--- src/rtl/ahb_pkg.sv ---
// ahb_pkg: shared AHB-Lite encodings and the data-memory controller state type
package ahb_pkg;
  localparam logic [1:0] HTRANS_IDLE   = 2'b00;
  localparam logic [1:0] HTRANS_BUSY   = 2'b01;
  localparam logic [1:0] HTRANS_NONSEQ = 2'b10;
  localparam logic [1:0] HTRANS_SEQ    = 2'b11;
  localparam logic HRESP_OKAY  = 1'b0;
  localparam logic HRESP_ERROR = 1'b1;
  localparam logic [2:0] HSIZE_WORD = 3'b010;
  typedef enum logic [2:0] {ST_IDLE, ST_WR, ST_RD_WAIT, ST_RD_DATA, ST_ERR1, ST_ERR2} state_t;
endpackage

--- src/rtl/sat_counter.sv ---
// sat_counter: event counter that sticks at all-ones instead of wrapping
module sat_counter #(
  parameter int WIDTH = 16
) (
  input  logic             clk,
  input  logic             reset_n,
  input  logic             inc,
  output logic [WIDTH-1:0] count
);
  always_ff @(posedge clk or negedge reset_n)
    if (!reset_n) count <= '0;
    else if (inc && count != '1) count <= count + WIDTH'(1);
endmodule

--- src/rtl/ahb_dmem_ctrl.sv ---
// ahb_dmem_ctrl: AHB-Lite slave bridging word accesses to a 1 KB synchronous data memory
module ahb_dmem_ctrl
  import ahb_pkg::*;
#(
  parameter logic [31:0] BASE_ADDR = 32'h0000_0000,
  parameter int          CNT_W     = 16
) (
  input  logic             clk,
  input  logic             reset_n,
  input  logic             HSEL,
  input  logic [31:0]      HADDR,
  input  logic [1:0]       HTRANS,
  input  logic             HWRITE,
  input  logic [2:0]       HSIZE,
  input  logic [31:0]      HWDATA,
  input  logic             HREADY,
  output logic             HREADYOUT,
  output logic             HRESP,
  output logic [31:0]      HRDATA,
  output logic             mem_write,
  output logic             mem_read,
  output logic [31:0]      address_ram,
  output logic             mem_sel,
  output logic [31:0]      write_data,
  input  logic [31:0]      read_data,
  output logic [CNT_W-1:0] rd_count,
  output logic [CNT_W-1:0] wr_count,
  output logic [CNT_W-1:0] err_count
);
  state_t state, state_nxt;
  logic [31:0] addr_q;
  logic accept, bad;
  assign accept = HSEL && HREADY && HTRANS[1];
  assign bad = HSIZE != HSIZE_WORD || HADDR[1:0] != 2'b00 || HADDR[31:10] != BASE_ADDR[31:10];
  always_ff @(posedge clk or negedge reset_n)
    if (!reset_n) state <= ST_IDLE;
    else state <= state_nxt;
  // wait states never re-sample the bus; only ready cycles decode a new address phase
  always_comb begin
    state_nxt = ST_IDLE;
    if (state == ST_RD_WAIT) state_nxt = ST_RD_DATA;
    else if (state == ST_ERR1) state_nxt = ST_ERR2;
    else if (accept) state_nxt = bad ? ST_ERR1 : HWRITE ? ST_WR : ST_RD_WAIT;
  end
  // the window is 1 KB aligned, so the byte offset is just the low address bits
  always_ff @(posedge clk or negedge reset_n)
    if (!reset_n) addr_q <= '0;
    else if (accept && HREADYOUT) addr_q <= {22'b0, HADDR[9:0]};
  assign HREADYOUT   = !(state == ST_RD_WAIT || state == ST_ERR1);
  assign HRESP       = (state == ST_ERR1 || state == ST_ERR2) ? HRESP_ERROR : HRESP_OKAY;
  assign HRDATA      = state == ST_RD_DATA ? read_data : '0;
  assign mem_write   = state == ST_WR;
  assign mem_read    = state == ST_RD_WAIT;
  assign mem_sel     = mem_write || mem_read;
  assign address_ram = mem_sel ? addr_q : '0;
  assign write_data  = mem_write ? HWDATA : '0;
  sat_counter #(.WIDTH(CNT_W)) u_rd_cnt (
    .clk(clk), .reset_n(reset_n), .inc(state == ST_RD_WAIT), .count(rd_count)
  );
  sat_counter #(.WIDTH(CNT_W)) u_wr_cnt (
    .clk(clk), .reset_n(reset_n), .inc(HREADYOUT && state_nxt == ST_WR), .count(wr_count)
  );
  sat_counter #(.WIDTH(CNT_W)) u_err_cnt (
    .clk(clk), .reset_n(reset_n), .inc(HREADYOUT && state_nxt == ST_ERR1), .count(err_count)
  );
endmodule

--- config.mk ---
export PLATFORM = sky130hd
export DESIGN_NAME = ahb_dmem_ctrl
export DESIGN_NICKNAME = d
export VERILOG_FILES = /design/src/rtl/ahb_pkg.sv /design/src/rtl/sat_counter.sv /design/src/rtl/ahb_dmem_ctrl.sv
export SDC_FILE = /design/constraint.sdc
export NUM_CORES = 1
export LEC_CHECK = 0
export ABC_CLOCK_PERIOD_IN_PS = 1800
export CAP_MARGIN = 25
export CORE_MARGIN = 3
export CORE_UTILIZATION = 32
export DETAILED_ROUTE_END_ITERATION = 8
export PLACE_DENSITY = 0.77
export SYNTH_ARGS = -nofsm -noshare
export SYNTH_HDL_FRONTEND = slang
export SYNTH_SLANG_ARGS = --single-unit
--- constraint.sdc ---
create_clock -name clk -period 1.8 [get_ports clk]
set_input_delay 0.54 -clock clk [delete_from_list [all_inputs] [get_ports clk]]
set_output_delay 0.54 -clock clk [all_outputs]
set_load 0.02 [all_outputs]
Yosys cells after proc, flatten, opt, wreduce, memory -nomap -nowiden
Index checks and enable logic that the tools add are counted.
W data, S select, Z words.
{"block": "classes", "addsub": 3, "reduce_logical": 16, "muxes": 9, "n_eq_ne": 11}
{"cell": "$mux W32", "count": 2}
{"cell": "$add A16 B1 Y16 const B", "count": 3}
{"cell": "$ne A16 B16 Y1 const B", "count": 3}
{"cell": "$reduce_bool A22 Y1", "count": 1}
{"cell": "$mux W3", "count": 4}
{"cell": "$mux W10", "count": 1}
{"cell": "$eq A3 B3 Y1 const B", "count": 3}
{"cell": "$logic_and A1 B1 Y1", "count": 8}
{"cell": "$eq A3 B1 Y1 const B", "count": 2}
{"cell": "$eq A3 B2 Y1 const B", "count": 2}
{"cell": "$logic_or A1 B1 Y1", "count": 5}
{"cell": "$ne A3 B2 Y1 const B", "count": 1}
{"cell": "$mux W2", "count": 1}
{"cell": "$reduce_bool A2 Y1", "count": 1}
{"cell": "$logic_not A1 Y1", "count": 1}
{"cell": "$mux W1", "count": 1}
{"block": "totals", "out_inout_bits": 149, "reg_bits": 61, "input_bits": 106, "word_cells": 44}

Depth between registers and ports, before layout
Gate-level depths: netlist of the first run.
{"block": "depth", "ltp_word": 10, "mapped_depth": 7, "mapped_depth_nobuf": 7}

Cells and area by module
Synthesis of the first run repeated with hierarchy kept, for this count alone.
{"block": "hier_totals", "cells_unflattened": 373, "area_unflattened_um2": 3867.5}
{"mod": "sat_counter", "area_per_inst_um2": 859.6, "cells_per_inst": 72, "n_inst": 3, "seq_area_each_um2": 400.4}
{"mod": "ahb_dmem_ctrl", "area_per_inst_um2": 1288.7, "cells_per_inst": 157, "n_inst": 1, "seq_area_each_um2": 325.3}

Worst setup path before layout of the first run
OpenSTA, ideal clock, no wires.
{"block": "synth_timing", "path_type": "register to output", "startpoint": "register state[2]", "endpoint": "output port write_data[22]", "setup_slack_ps": -265, "t_required_ps": 1260, "path_buffers": 1, "stages_incl_launch_ff": 4, "arrival_time_ps": 1525, "cell_sequence": "dfrtp_1 nor3b_1 clkbuf_1 and2_1"}
{"block": "synth_between", "elab_chain_len": 2}
{"element": "from (decl)", "line_no": "ahb_dmem_ctrl.sv:30", "text": "state_t state, state_nxt;"}
{"element": "from (signal assigned)", "line_no": "ahb_dmem_ctrl.sv:37", "text": "else state <= state_nxt;"}
{"element": "$eq A3 B1 Y1", "line_no": "ahb_dmem_ctrl.sv:52", "text": "assign mem_write = state == ST_WR;"}
{"element": "named net mem_write", "line_no": "ahb_dmem_ctrl.sv:20", "text": "output logic mem_write,"}
{"element": "$mux W32", "line_no": "ahb_dmem_ctrl.sv:56", "text": "assign write_data = mem_write ? HWDATA : '0;"}
{"element": "to (decl)", "line_no": "ahb_dmem_ctrl.sv:24", "text": "output logic [31:0] write_data,"}
The timed path passes the listed nets, and every way through them passes these cells.

Worst setup path after layout of the first run
{"block": "layout_timing", "startpoint": "register state[2]", "endpoint": "output port write_data[30]"}
{"block": "layout_between", "elab_chain_len": 2}
{"element": "$eq A3 B1 Y1", "line_no": "ahb_dmem_ctrl.sv:52"}
{"element": "$mux W32", "line_no": "ahb_dmem_ctrl.sv:56"}
Every way passes these cells.

==> results by group, run 1 <==
Synthesis
  • Synth area leaders: dfrtp_1 42%, and2_1 11%, xnor2_1 6.0%, xor2_1 4.8%, buf_4 4.5%
  • Post-synth top area cell: dfrtp_1
  • Compound-cell area share of the yosys netlist: 2.27%
  • Synth cell types: 46
  • Post-synth EDFFs: 0
  • Multiplexer area fraction after synthesis: 4.13%
  • Ys flop type: dfrtp_1
  • Mean post-synth cell area: around 9.9 sq um
  • Yosys reg bits: 61
  • Adder-cell share of the synthesized area: 1.03%
  • Post-Synth Simple-Gate Area: 32.9%
  • Asr flop ratio synth: 100%
  • Syn Inst Count: between 300 and 400
  • Yosys top cell area share: 41.9%
  • Seq/Total Area, Yosys: about two fifths
  • Main combinational cell family by area after synthesis: simple AND/OR/NAND/NOR gates
  • Xor/xnor cell area share of the yosys netlist: a little under an eighth
  • Mapped cell area: between 0.003 and 0.004 sq mm
  • Yosys warns: 0
  • Count leader, synth: and2_1
  • Synth cell count leaders: 66 x and2_1, 61 x dfrtp_1, 25 x xnor2_1, 24 x nand2_1, 22 x buf_4

Clock network
  • Reg clk slew, reported paths: 50 ps
  • Clk_lat worst skew: approximately 320 ps
  • Hold bufs inserted after CTS: 0
  • Number of CTS-inserted buffers: 9
  • H-tree Lvls: 3
  • CTS tree: yes
  • CTS sink cnt: 61
  • Root Buffer Master: clkbuf_16
  • Clk buf depth: 2

Detailed routing
  • WL final: roughly 14,000 um
  • Wire per inst: 17.5 um
  • DRT Pass-1 Iters: 5
  • Via count: 3,766
  • DR iter-0 viols: 96
  • DR vias/cell: 4.66
  • ANT nets after route: 0
  • DRC: 0

Setup path
  • CP startpoint kind: register
  • CP Capture Type: primary output
  • Critical Path RT: 1260 ps
  • Critical Path AT: 1620 ps
  • Crit Path Max Fanout: 7
  • Crit Path Class: register to primary output

Outcome
  • Failing checks: negative setup slack
  • Outcome: finished, violations left

Floorplan
  • Initial Util: 33.1%
  • Die Ht: about 110 um
  • Boundary Pins: 255
  • Rows: 38
  • Die ar.: approximately 0.013 sq mm
  • Die width: between 100 and 150 um
  • CORE AREA: 0.0110 sq mm

Global routing
  • Initial antenna violation count: 1
  • Vias in the first global route: 3,904
  • Largest net degree at the start of global routing: 62
  • First-pass GRT wire length: about 21,000 um
  • Total gr overflow: 0
  • GRT Util Overall: between 20% and 30%

Placed design
  • Detail Placement HPWL: 9520 um
  • Gpl congestion: 0.829
  • IO Port Bufs: 231
  • Placed Cells: between 700 and 800

STA
  • Post-route setup slack: -361 ps
  • Slew Limit Fails: 0
  • Final setup fails: ~120
  • Total Neg Setup Slack: -28,260 ps
  • RSZ-0062 raised after global routing: yes
  • Clock period minus final worst setup slack: about 2200 ps
  • Clock Skews: 6.08 ps
  • Fmax: 463 MHz
  • Tcrit/Tclk final: 120%
  • Endpoints failing hold: 0

Power
  • Power share of the clock group: 23.9%
  • Power, Total: 6480 uW
  • VDD IR max: 0.567 mV
  • Switching power total: 2190 uW
  • Reg power frac: 26.3%
  • Static leakage: roughly 0.0038 uW
  • Sw frac: 33.8%
  • PwrDens: 838 mW/mm^2
  • Combinational power share: 49.9%
  • Internal: 4290 uW

Finish
  • Share of cells above drive strength 1: 46.1%
  • Area of the multi-input gates: 0.00266 sq mm
  • Final layout net count: 772
  • Layout fillers: a little under 800
  • Layout Cells excl Fill: 808
  • Seq. cell area: about 0.0015 sq mm
  • Area growth syn-to-layout: 112%
  • Ant diodes: 0

Job
  • # Max-Cap Violations: 0

Min path
  • Tightest Hold Check Type: primary input to asynchronous set/reset pin
==> placed cells by master (no fill, tap or decap), types with 10 or more instances in the layout <==
cell type / n
and2_1: 12
and2_4: 54
buf_4: 38
buf_6: 90
clkbuf_16: 11
clkdlybuf4s50_1: 76
conb_1: 22
dfrtp_1: 54
dlygate4sd2_1: 57
nand2_1: 21
nand3_1: 10
nand4_1: 14
nor2b_4: 10
nor4_4: 12
xnor2_1: 22
xor2_1: 20
==> state kept, by name, indices dropped and copies added, names as in the netlist <==
signal / count
u_rd_cnt.count: 16
addr_q: 10
u_wr_cnt.count: 16
u_err_cnt.count: 16
state: 3
==> per-stage QoR <==
stage	util [%]	worst slack (ps)	hold WS (ps)	instance area [sq um]
2_1_floorplan	-	-60.2	244	3860
3_5_place_dp	58.1	-722	492	6380
6_report	70.4	-361	205	7730
5_1_grt	70.4	-455	229	7730
3_3_place_gp	58.1	-682	483	6380
4_1_cts	65.5	-420	245	7190
==> per-layer routing <==
| metal | up-vias | global-route usage, % | part of all wire (%) |
|---|---|---|---|
| li1 | 1800 | - | - |
| met1 | 1810 | 23.1 | 38 |
| met2 | 139 | 38.9 | 56 |
| met3 | 15 | 4.42 | 5.6 |
| met4 | 2 | 4.41 | 0.97 |
| met5 | - | 0 | 0.092 |
==> what timing repair did <==
action                     4_1_cts  5_1_grt
setup endpoints to repair      163      131
pin swaps                       38       57
gates resized for setup        614      124
setup buffers                   18       12
gates cloned                     6        2
hold endpoints to repair         0        0
==> area by class of cell <==
type                    count  area share (%)
clock buffers              10            2.96
clock inverters             6           0.518
inverters                   7           0.372
multi-input cells         288            34.4
flip-flops and latches     61            19.9
well taps                 140            2.27
repair buffers            296            39.6
==> power by group through the flow <==
stage          Combinational (uW)  Sequential (uW)  Clock [uW]
2_1_floorplan                1180             1760           0
3_3_place_gp                 2350             1700           0
3_5_place_dp                 2400             1710           0
4_1_cts                      2880             1690        1570
5_1_grt                      3400             1740        1640
6_report                     3230             1700        1550
==> worst paths after layout <==
kind	startpoint	to	slack, ps	cells after the start
max	state[2]$_DFF_PN0_	write_data[30]	-360	6
min	reset_n	u_wr_cnt.count[13]$_DFFE_PN0P_	200	2
max reg2reg	state[2]$_DFF_PN0_	u_wr_cnt.count[7]$_DFFE_PN0P_	-340	10
min reg2reg	u_rd_cnt.count[3]$_DFFE_PN0P_	u_rd_cnt.count[3]$_DFFE_PN0P_	500	1
max in group asynchronous	reset_n	u_wr_cnt.count[4]$_DFFE_PN0P_	1270	2
min in group clk	u_rd_cnt.count[3]$_DFFE_PN0P_	u_rd_cnt.count[3]$_DFFE_PN0P_	500	1
==> cells by family (layout without fill, tap and decap cells) <==
kind of cell,count (synthesis),after routing
DFF,61,61
xor gates and xnor gates,46,46
buffers and inverters,39,319
AOI/OAI and AO/OA,9,9
adders and majority gates,3,3
and+or+nand+nor,195,195
other,1,22
muxes,13,13
==> worst max-delay path: stages (launching register included) <==
cell and delay [ps]:
dfrtp_2 430, nor3b_4 220, buf_6 180, buf_16 130
buf_6 90, and2_4 130, buf_6 100
(Power assumes the default switching activity.)
==> run 2, diff against run 1 <==
--- a/config.mk
+++ b/config.mk
@@ -7,10 +7,11 @@
 export LEC_CHECK = 0
 export ABC_CLOCK_PERIOD_IN_PS = 1800
 export CAP_MARGIN = 25
-export CORE_MARGIN = 3
-export CORE_UTILIZATION = 32
+export CORE_MARGIN = 4
+export CORE_UTILIZATION = 33
 export DETAILED_ROUTE_END_ITERATION = 8
-export PLACE_DENSITY = 0.77
+export PLACE_DENSITY = 0.78
 export SYNTH_ARGS = -nofsm -noshare
 export SYNTH_HDL_FRONTEND = slang
+export SYNTH_HIERARCHICAL = 1
 export SYNTH_SLANG_ARGS = --single-unit
==> results by group, run 2 <==
Finish
  • Fin util: 67.8% (was 70.4%)
  • Commonest non-fill, non-tap cells in the layout: 104 x buf_6, 76 x clkdlybuf4s50_1, 59 x dfrtp_1 (was 90 x buf_6, 76 x clkdlybuf4s50_1, 57 x dlygate4sd2_1)
  • Area of the multi-input gates: 0.00272 sq mm (was 0.00266 sq mm)
  • Final layout net count: 792 (was 772)
  • Most common cell after layout, fill and taps aside: buf_6 (unchanged)
  • Share of cells above drive strength 1: 47.2% (was 46.1%)
  • Ant diodes: 0 (unchanged)
  • Layout fillers: 849 (was 771)
  • Seq. cell area: 0.00153 sq mm (was 0.00154 sq mm)
  • Leading registers by flop count: u_err_cnt/count: 16 flops, u_rd_cnt/count: 16 flops, u_wr_cnt/count: 16 flops (was u_err_cnt.count: 16 flops, u_rd_cnt.count: 16 flops, u_wr_cnt.count: 16 flops)
  • Area growth syn-to-layout: 101% (was 112%)

Power
  • Power share of the clock group: 26.1% (was 23.9%)
  • Switching power total: 1930 uW (was 2190 uW)
  • Static leakage: 0.00383 uW (was 0.00384 uW)
  • VDD IR max: 0.668 mV (was 0.567 mV)
  • Internal: 3990 uW (was 4290 uW)
  • Reg power frac: 28.7% (was 26.3%)
  • Sw frac: 32.6% (was 33.8%)
  • PwrDens: 761 mW/mm^2 (was 838 mW/mm^2)
  • Combinational power share: 45.1% (was 49.9%)

Synthesis
  • Ys flop type: dfrtp_1 (unchanged)
  • Synth cell count leaders: 64 x and2_1, 61 x dfrtp_1, 25 x nand4_1, 22 x buf_4, 17 x nand3_1 (was 66 x and2_1, 61 x dfrtp_1, 25 x xnor2_1, 24 x nand2_1, 22 x buf_4)
  • Yosys warns: 6 (was 0)
  • Synth area leaders: dfrtp_1 39%, and2_1 10%, buf_4 4.3%, nand4_1 4.0%, mux2_1 3.5% (was dfrtp_1 42%, and2_1 11%, xnor2_1 6.0%, xor2_1 4.8%, buf_4 4.5%)
  • Yosys top cell area share: 39.5% (was 41.9%)
  • Syn Inst Count: 373 (was 367)
  • Post-synth top area cell: dfrtp_1 (unchanged)
  • Mean post-synth cell area: 10.4 sq um (was 9.92 sq um)
  • Mapped cell area: 0.00387 sq mm (was 0.00364 sq mm)
  • Asr flop ratio synth: 100% (unchanged)
  • Count leader, synth: and2_1 (unchanged)
  • Synth cell types: 45 (was 46)
  • Seq/Total Area, Yosys: 39.5% (was 41.9%)
  • Yosys reg bits: 61 (unchanged)
  • Post-synth EDFFs: 0 (unchanged)

Global routing
  • First-pass GRT wire length: 22,400 um (was 20,800 um)
  • GRT Util Overall: 21.5% (was 20.4%)
  • Vias in the first global route: 4,197 (was 3,904)
  • Total gr overflow: 0 (unchanged)
  • Initial antenna violation count: 0 (was 1)
  • Largest net degree at the start of global routing: 62 (unchanged)

STA
  • Total Neg Setup Slack: -29,550 ps (was -28,260 ps)
  • Clock Skews: 5.29 ps (was 6.08 ps)
  • Fmax: 461 MHz (was 463 MHz)
  • Final setup fails: 122 (was 121)
  • Tcrit/Tclk final: 121% (was 120%)
  • Clock period minus final worst setup slack: 2170 ps (was 2160 ps)
  • RSZ-0062 raised after global routing: yes (unchanged)
  • Endpoints failing hold: 0 (unchanged)
  • Slew Limit Fails: 0 (unchanged)
  • Post-route setup slack: -371 ps (was -361 ps)

Floorplan
  • Boundary Pins: 255 (unchanged)
  • Rows: 39 (was 38)
  • Initial Util: 33.7% (was 33.1%)
  • Die ar.: 0.0135 sq mm (was 0.0127 sq mm)
  • Die width: 116 um (was 113 um)
  • Die Ht: 116 um (was 113 um)
  • CORE AREA: 0.0115 sq mm (was 0.0110 sq mm)

Clock network
  • CTS sink cnt: 61 (unchanged)
  • Number of CTS-inserted buffers: 9 (unchanged)
  • Reg clk slew, reported paths: 50 ps (about the same)
  • CTS tree: yes (unchanged)
  • Clk buf depth: 2 (unchanged)
  • Clk_lat worst skew: 330 ps (was 320 ps)
  • Hold bufs inserted after CTS: 0 (unchanged)
  • H-tree Lvls: 3 (unchanged)
  • Root Buffer Master: clkbuf_16 (unchanged)

Setup path
  • Cell Chain, Critical Path: dlygate4sd2_1 > nor4_4 > nand3_2 > nor2_4 > and4_4 > buf_6 > nand2_4 > buf_12 > nor3_4 > nand4_1 > xnor2_1 (was nor3b_4 > buf_6 > buf_16 > buf_6 > and2_4 > buf_6)
  • Critical Path AT: 2380 ps (was 1620 ps)
  • Critical path's slowest cell: and4_4 (was dfrtp_2)
  • Crit Path Max Fanout: 3 (was 7)
  • CP Capture Type: register (was primary output)
  • Crit Path Class: primary input to register (was register to primary output)
  • Critical Path RT: 2010 ps (was 1260 ps)
  • CP peak stage delay: 270 ps (was 430 ps)
  • CP startpoint kind: primary input (was register)

Placed design
  • Gpl congestion: 0.892 (was 0.829)
  • Worst slack, placed: -987 ps (was -722 ps)
  • IO Port Bufs: 231 (unchanged)
  • Detail Placement HPWL: 11,200 um (was 9520 um)

Detailed routing
  • DR iter-0 viols: 255 (was 96)
  • DRC: 0 (unchanged)
  • ANT nets after route: 0 (unchanged)
  • DR vias/cell: 5.02 (was 4.66)
  • DRT Pass-1 Iters: 4 (was 5)
  • WL final: 15,300 um (was 14,200 um)
  • Via count: 4,162 (was 3,766)
  • Wire per inst: 18.4 um (was 17.5 um)

Job
  • # Max-Cap Violations: 0 (unchanged)

Min path
  • Tightest Hold Check Type: primary input to asynchronous set/reset pin (unchanged)

Outcome
  • Failing checks: negative setup slack (unchanged)
  • Outcome: finished, violations left (unchanged)
-- run 2: changes by cell type in the layout (fill, tap and decap cells not counted), moves of 7 or more --
| cell | previous run | this run |
|---|---|---|
| a31oi_1 | 0 | 9 |
| nand2_1 | 21 | 6 |
| o21a_1 | 1 | 15 |
| nand4_1 | 14 | 25 |
| buf_6 | 90 | 104 |
| xnor2_1 | 22 | 15 |
| and4_4 | 0 | 7 |
| xor2_1 | 20 | 6 |
| mux2_1 | 0 | 9 |
| buf_4 | 38 | 46 |
-- run 2: kinds of logic after synthesis --
kind of cell             after synthesis  synth area share [%]
AND/OR/NAND/NOR                      191                  35.4
adder cells (fa/ha/maj)                3                 0.971
multiplexers                          13                  3.79
flip-flops                            61                  39.5
AO/OA/AOI/OAI                         49                  9.71
buffers and inverters                 33                  5.56
XOR/XNOR                              22                  4.98
other                                  1                0.0970
-- run 2: repair_timing --
action | CTS | global route
cloned | 2 | 2
setup endpoints to repair | 159 | 134
gates resized for setup | 590 | 110
pin swaps | 41 | 67
buffers inserted | 21 | 16
-- run 2: layout make-up --
class	instances	area share [%]
clock inverter	2	0.129
tap	143	2.30
timing repair buffer	308	39.4
inverter	3	0.177
multi-input combinational	300	35.0
sequential	61	19.7
clock buffer	12	3.30
-- run 2: power by group through the flow --
stage / sequential (uW) / combinational, uW / clock, uW
finish: 1700 / 2670 / 1550
global route: 1720 / 2820 / 1640
CTS: 1710 / 2560 / 1590
detailed placement: 1720 / 2190 / 0
global placement: 1700 / 2160 / 0
floorplan: 1760 / 1040 / 0
-- run 2: path summary, 6_finish.rpt --
check	from	to	slack (ps)	cells past startpoint
worst max-delay path	HADDR[25]	u_wr_cnt/count[10]$_DFFE_PN0P_	-370	11
worst min-delay path	reset_n	u_err_cnt/count[5]$_DFFE_PN0P_	220	2
worst max register to register	state[2]$_DFF_PN0_	u_wr_cnt/count[10]$_DFFE_PN0P_	-290	10
worst min register to register	addr_q[0]$_DFFE_PN0P_	addr_q[0]$_DFFE_PN0P_	490	1
max in group asynchronous	reset_n	state[1]$_DFF_PN0_	1300	2
min in group clk	HADDR[0]	addr_q[0]$_DFFE_PN0P_	440	2
-- run 2: stage by stage --
step,area (sq um),cells,hold WS (ps),power [uW]
after floorplan,4130,394,244,2800
after global placement,6740,778,467,3860
after detailed placement,6740,778,484,3910
after CTS,7340,815,227,5860
after global routing,7780,829,247,6190
final,7780,829,220,5920
-- run 2: worst max-delay path: cells and delay by family --
kind                   cells  cell delay, ps
buffers and inverters      3             530
AND/OR/NAND/NOR            7            1160
XOR/XNOR                   1             150
-- run 2: layer usage --
layer  wire (um)  GRT usage, %  vias to the layer above
met5           0             0                        -
met4         289          6.19                        0
met3        1230          6.99                       23
met2        8470          39.0                      182
met1        5290          24.0                     2015
li1            -             -                     1942
==> run 3, diff against run 2 <==
--- a/config.mk
+++ b/config.mk
@@ -7,6 +7,7 @@
 export LEC_CHECK = 0
 export ABC_CLOCK_PERIOD_IN_PS = 1800
 export CAP_MARGIN = 25
+export CORE_ASPECT_RATIO = 0.8
 export CORE_MARGIN = 4
 export CORE_UTILIZATION = 33
 export DETAILED_ROUTE_END_ITERATION = 8
==> results by group, run 3 (same netlist as run 2, synthesis figures left out) <==
Placed design
  • IO Port Bufs: 231 (unchanged)
  • Detail Placement HPWL: 10,700 um (was 11,200 um)
  • Area of placed instances: 0.00674 sq mm (about the same)
  • Gpl congestion: 0.926 (was 0.892)
  • Worst slack, placed: -930 ps (was -987 ps)

Clock network
  • Root Buffer Master: clkbuf_16 (unchanged)
  • Clk buf depth: 2 (unchanged)
  • H-tree Lvls: 3 (unchanged)
  • Number of CTS-inserted buffers: 9 (unchanged)
  • Reg clk slew, reported paths: 60 ps (was 50 ps)
  • Clk_lat worst skew: 330 ps (about the same)
  • CTS tree: yes (unchanged)
  • CTS sink cnt: 61 (unchanged)
  • Hold bufs inserted after CTS: 0 (unchanged)

Finish
  • Fin util: 69.5% (was 67.8%)
  • Ant diodes: 0 (unchanged)
  • Most common cell after layout, fill and taps aside: buf_6 (unchanged)
  • Area growth syn-to-layout: 106% (was 101%)
  • Final layout net count: 803 (was 792)
  • Commonest non-fill, non-tap cells in the layout: 109 x buf_6, 73 x clkdlybuf4s50_1, 61 x and2_4 (was 104 x buf_6, 76 x clkdlybuf4s50_1, 59 x dfrtp_1)
  • Leading registers by flop count: u_err_cnt/count: 16 flops, u_rd_cnt/count: 16 flops, u_wr_cnt/count: 16 flops (unchanged)
  • Share of cells above drive strength 1: 50.4% (was 47.2%)
  • Final Cell Area: 0.00798 sq mm (was 0.00778 sq mm)

Global routing
  • GRT Util Overall: 22.0% (was 21.5%)
  • Total gr overflow: 0 (unchanged)
  • Met2 Usage GRT: 39.5% (was 39.0%)
  • Met1 Use GR: 24.9% (was 24.0%)
  • Met3 Resource Use GR: 6.34% (was 6.99%)
  • Largest net degree at the start of global routing: 62 (unchanged)
  • Initial antenna violation count: 0 (unchanged)
  • First-pass GRT wire length: 23,900 um (was 22,400 um)
  • Vias in the first global route: 4,452 (was 4,197)
  • Layer with the highest usage: met2 (unchanged)

STA
  • Final setup fails: 126 (was 122)
  • Fmax: 451 MHz (was 461 MHz)
  • Clock period minus final worst setup slack: 2220 ps (was 2170 ps)
  • Clock Skews: 13.8 ps (was 5.29 ps)
  • RSZ-0062 raised after global routing: yes (unchanged)
  • Tcrit/Tclk final: 123% (was 121%)
  • Endpoints failing hold: 0 (unchanged)
  • Slew Limit Fails: 0 (unchanged)
  • Post-route setup slack: -420 ps (was -371 ps)

Setup path
  • Crit Path Class: register to primary output (was primary input to register)
  • CP peak stage delay: 440 ps (was 270 ps)
  • Critical Path RT: 1260 ps (was 2010 ps)
  • CP Capture Type: primary output (was register)
  • Critical Path AT: 1680 ps (was 2380 ps)
  • Crit Path Max Fanout: 8 (was 3)
  • Cell Chain, Critical Path: buf_6 > nor3b_4 > buf_6 > buf_16 > and2_4 > buf_6 (was dlygate4sd2_1 > nor4_4 > nand3_2 > nor2_4 > and4_4 > buf_6 > nand2_4 > buf_12 > nor3_4 > nand4_1 > xnor2_1)
  • Crit path top cell by count: buf_6
  • CP startpoint kind: register (was primary input)
  • Critical path's slowest cell: dfrtp_2 (was and4_4)

Power
  • Power share of the clock group: 25.2% (was 26.1%)
  • Reg power frac: 26.4% (was 28.7%)
  • PwrDens: 800 mW/mm^2 (was 761 mW/mm^2)
  • VDD IR max: 0.482 mV (was 0.668 mV)
  • Static leakage: 0.00391 uW (was 0.00383 uW)
  • Combinational power share: 48.5% (was 45.1%)
  • Switching power total: 2170 uW (was 1930 uW)
  • Internal: 4200 uW (was 3990 uW)
  • Sw frac: 34.1% (was 32.6%)

Detailed routing
  • Wire per inst: 18.6 um (was 18.4 um)
  • DRC: 0 (unchanged)
  • DR iter-0 viols: 182 (was 255)
  • Via count: 4,247 (was 4,162)
  • DRT Pass-1 Iters: 4 (unchanged)
  • WL final: 15,700 um (was 15,300 um)
  • ANT nets after route: 0 (unchanged)
  • DR vias/cell: 5.01 (was 5.02)

Min path
  • Tightest Hold Check Type: primary input to asynchronous set/reset pin (unchanged)

Floorplan
  • Die width: 129 um (was 116 um)
  • Rows: 35 (was 39)
  • Die ar.: 0.0135 sq mm (about the same)
  • Initial Util: 33.7% (about the same)
  • Die Ht: 105 um (was 116 um)
  • Boundary Pins: 255 (unchanged)
  • CORE AREA: 0.0115 sq mm (about the same)

Outcome
  • Outcome: finished, violations left (unchanged)
  • Failing checks: negative setup slack (unchanged)

Job
  • # Max-Cap Violations: 0 (unchanged)
-- run 3: changes by cell type in the layout (fill, tap and decap cells not counted), sizes merged --
cell	delta
clkinvlp	+4
dlygate4sd2	+1
clkbuf	+3
buf	+6
clkdlybuf4s50	-3
clkdlybuf4s15	-1
dlymetal6s2s	+2
clkinv	+1
-- run 3: worst max-delay path: cells and delay by family, from the launching register on --
family                 cells  cell delay [ps]
DFF                        1              440
and+or+nand+nor            2              380
buffers and inverters      4              530
-- run 3: final cells by class --
cell class,instances,area (sq um)
tap,148,185
timing repair buffer,319,3170
inverter,3,13.8
clock inverter,7,52.6
multi-input combinational,300,2800
sequential,61,1530
clock buffer,9,225
fill,820,3500
-- run 3: power groups by stage --
stage / registers (uW) / clock network (uW) / logic (uW)
floorplan: 1760 / 0 / 1040
finish: 1680 / 1610 / 3090
global placement: 1690 / 0 / 2150
CTS: 1680 / 1620 / 2830
global route: 1710 / 1700 / 3240
detailed placement: 1700 / 0 / 2170
-- run 3: what timing repair did --
action / in CTS / in global routing
setup endpoints to repair: 159 / 136
setup buffers: 27 / 22
pin swaps: 46 / 81
gates resized for setup: 641 / 109
gates cloned: 5 / 1
-- run 3: metrics by stage --
step	instances	TNS, ps	power [uW]	hold WS, ps
after floorplan	394	-7410	2800	244
after global placement	784	-65360	3840	476
after detailed placement	784	-68050	3880	480
after CTS	831	-34630	6130	231
after global routing	847	-45570	6640	252
final	847	-37370	6380	217
-- run 3: routing by layer --
metal / routed length, um / share of wire [%] / vias up
met3: 1140 / 7.3 / 29
met1: 5560 / 35 / 2081
met2: 8610 / 55 / 159
li1: - / - / 1978
met5: 0 / 0 / -
met4: 414 / 2.6 / 0
-- run 3: final timing paths --
| kind | from | endpoint | slack, ps | cells after the start |
|---|---|---|---|---|
| worst max-delay path | state[2]$_DFF_PN0_ | HRDATA[25] | -420 | 6 |
| min in group clk | HADDR[0] | addr_q[0]$_DFFE_PN0P_ | 490 | 2 |
| worst min register to register | addr_q[5]$_DFFE_PN0P_ | addr_q[5]$_DFFE_PN0P_ | 500 | 1 |
| max in group asynchronous | reset_n | state[2]$_DFF_PN0_ | 1280 | 2 |
| worst min-delay path | reset_n | u_rd_cnt/count[12]$_DFFE_PN0P_ | 220 | 2 |
| worst max register to register | state[2]$_DFF_PN0_ | u_err_cnt/count[13]$_DFFE_PN0P_ | -380 | 12 |
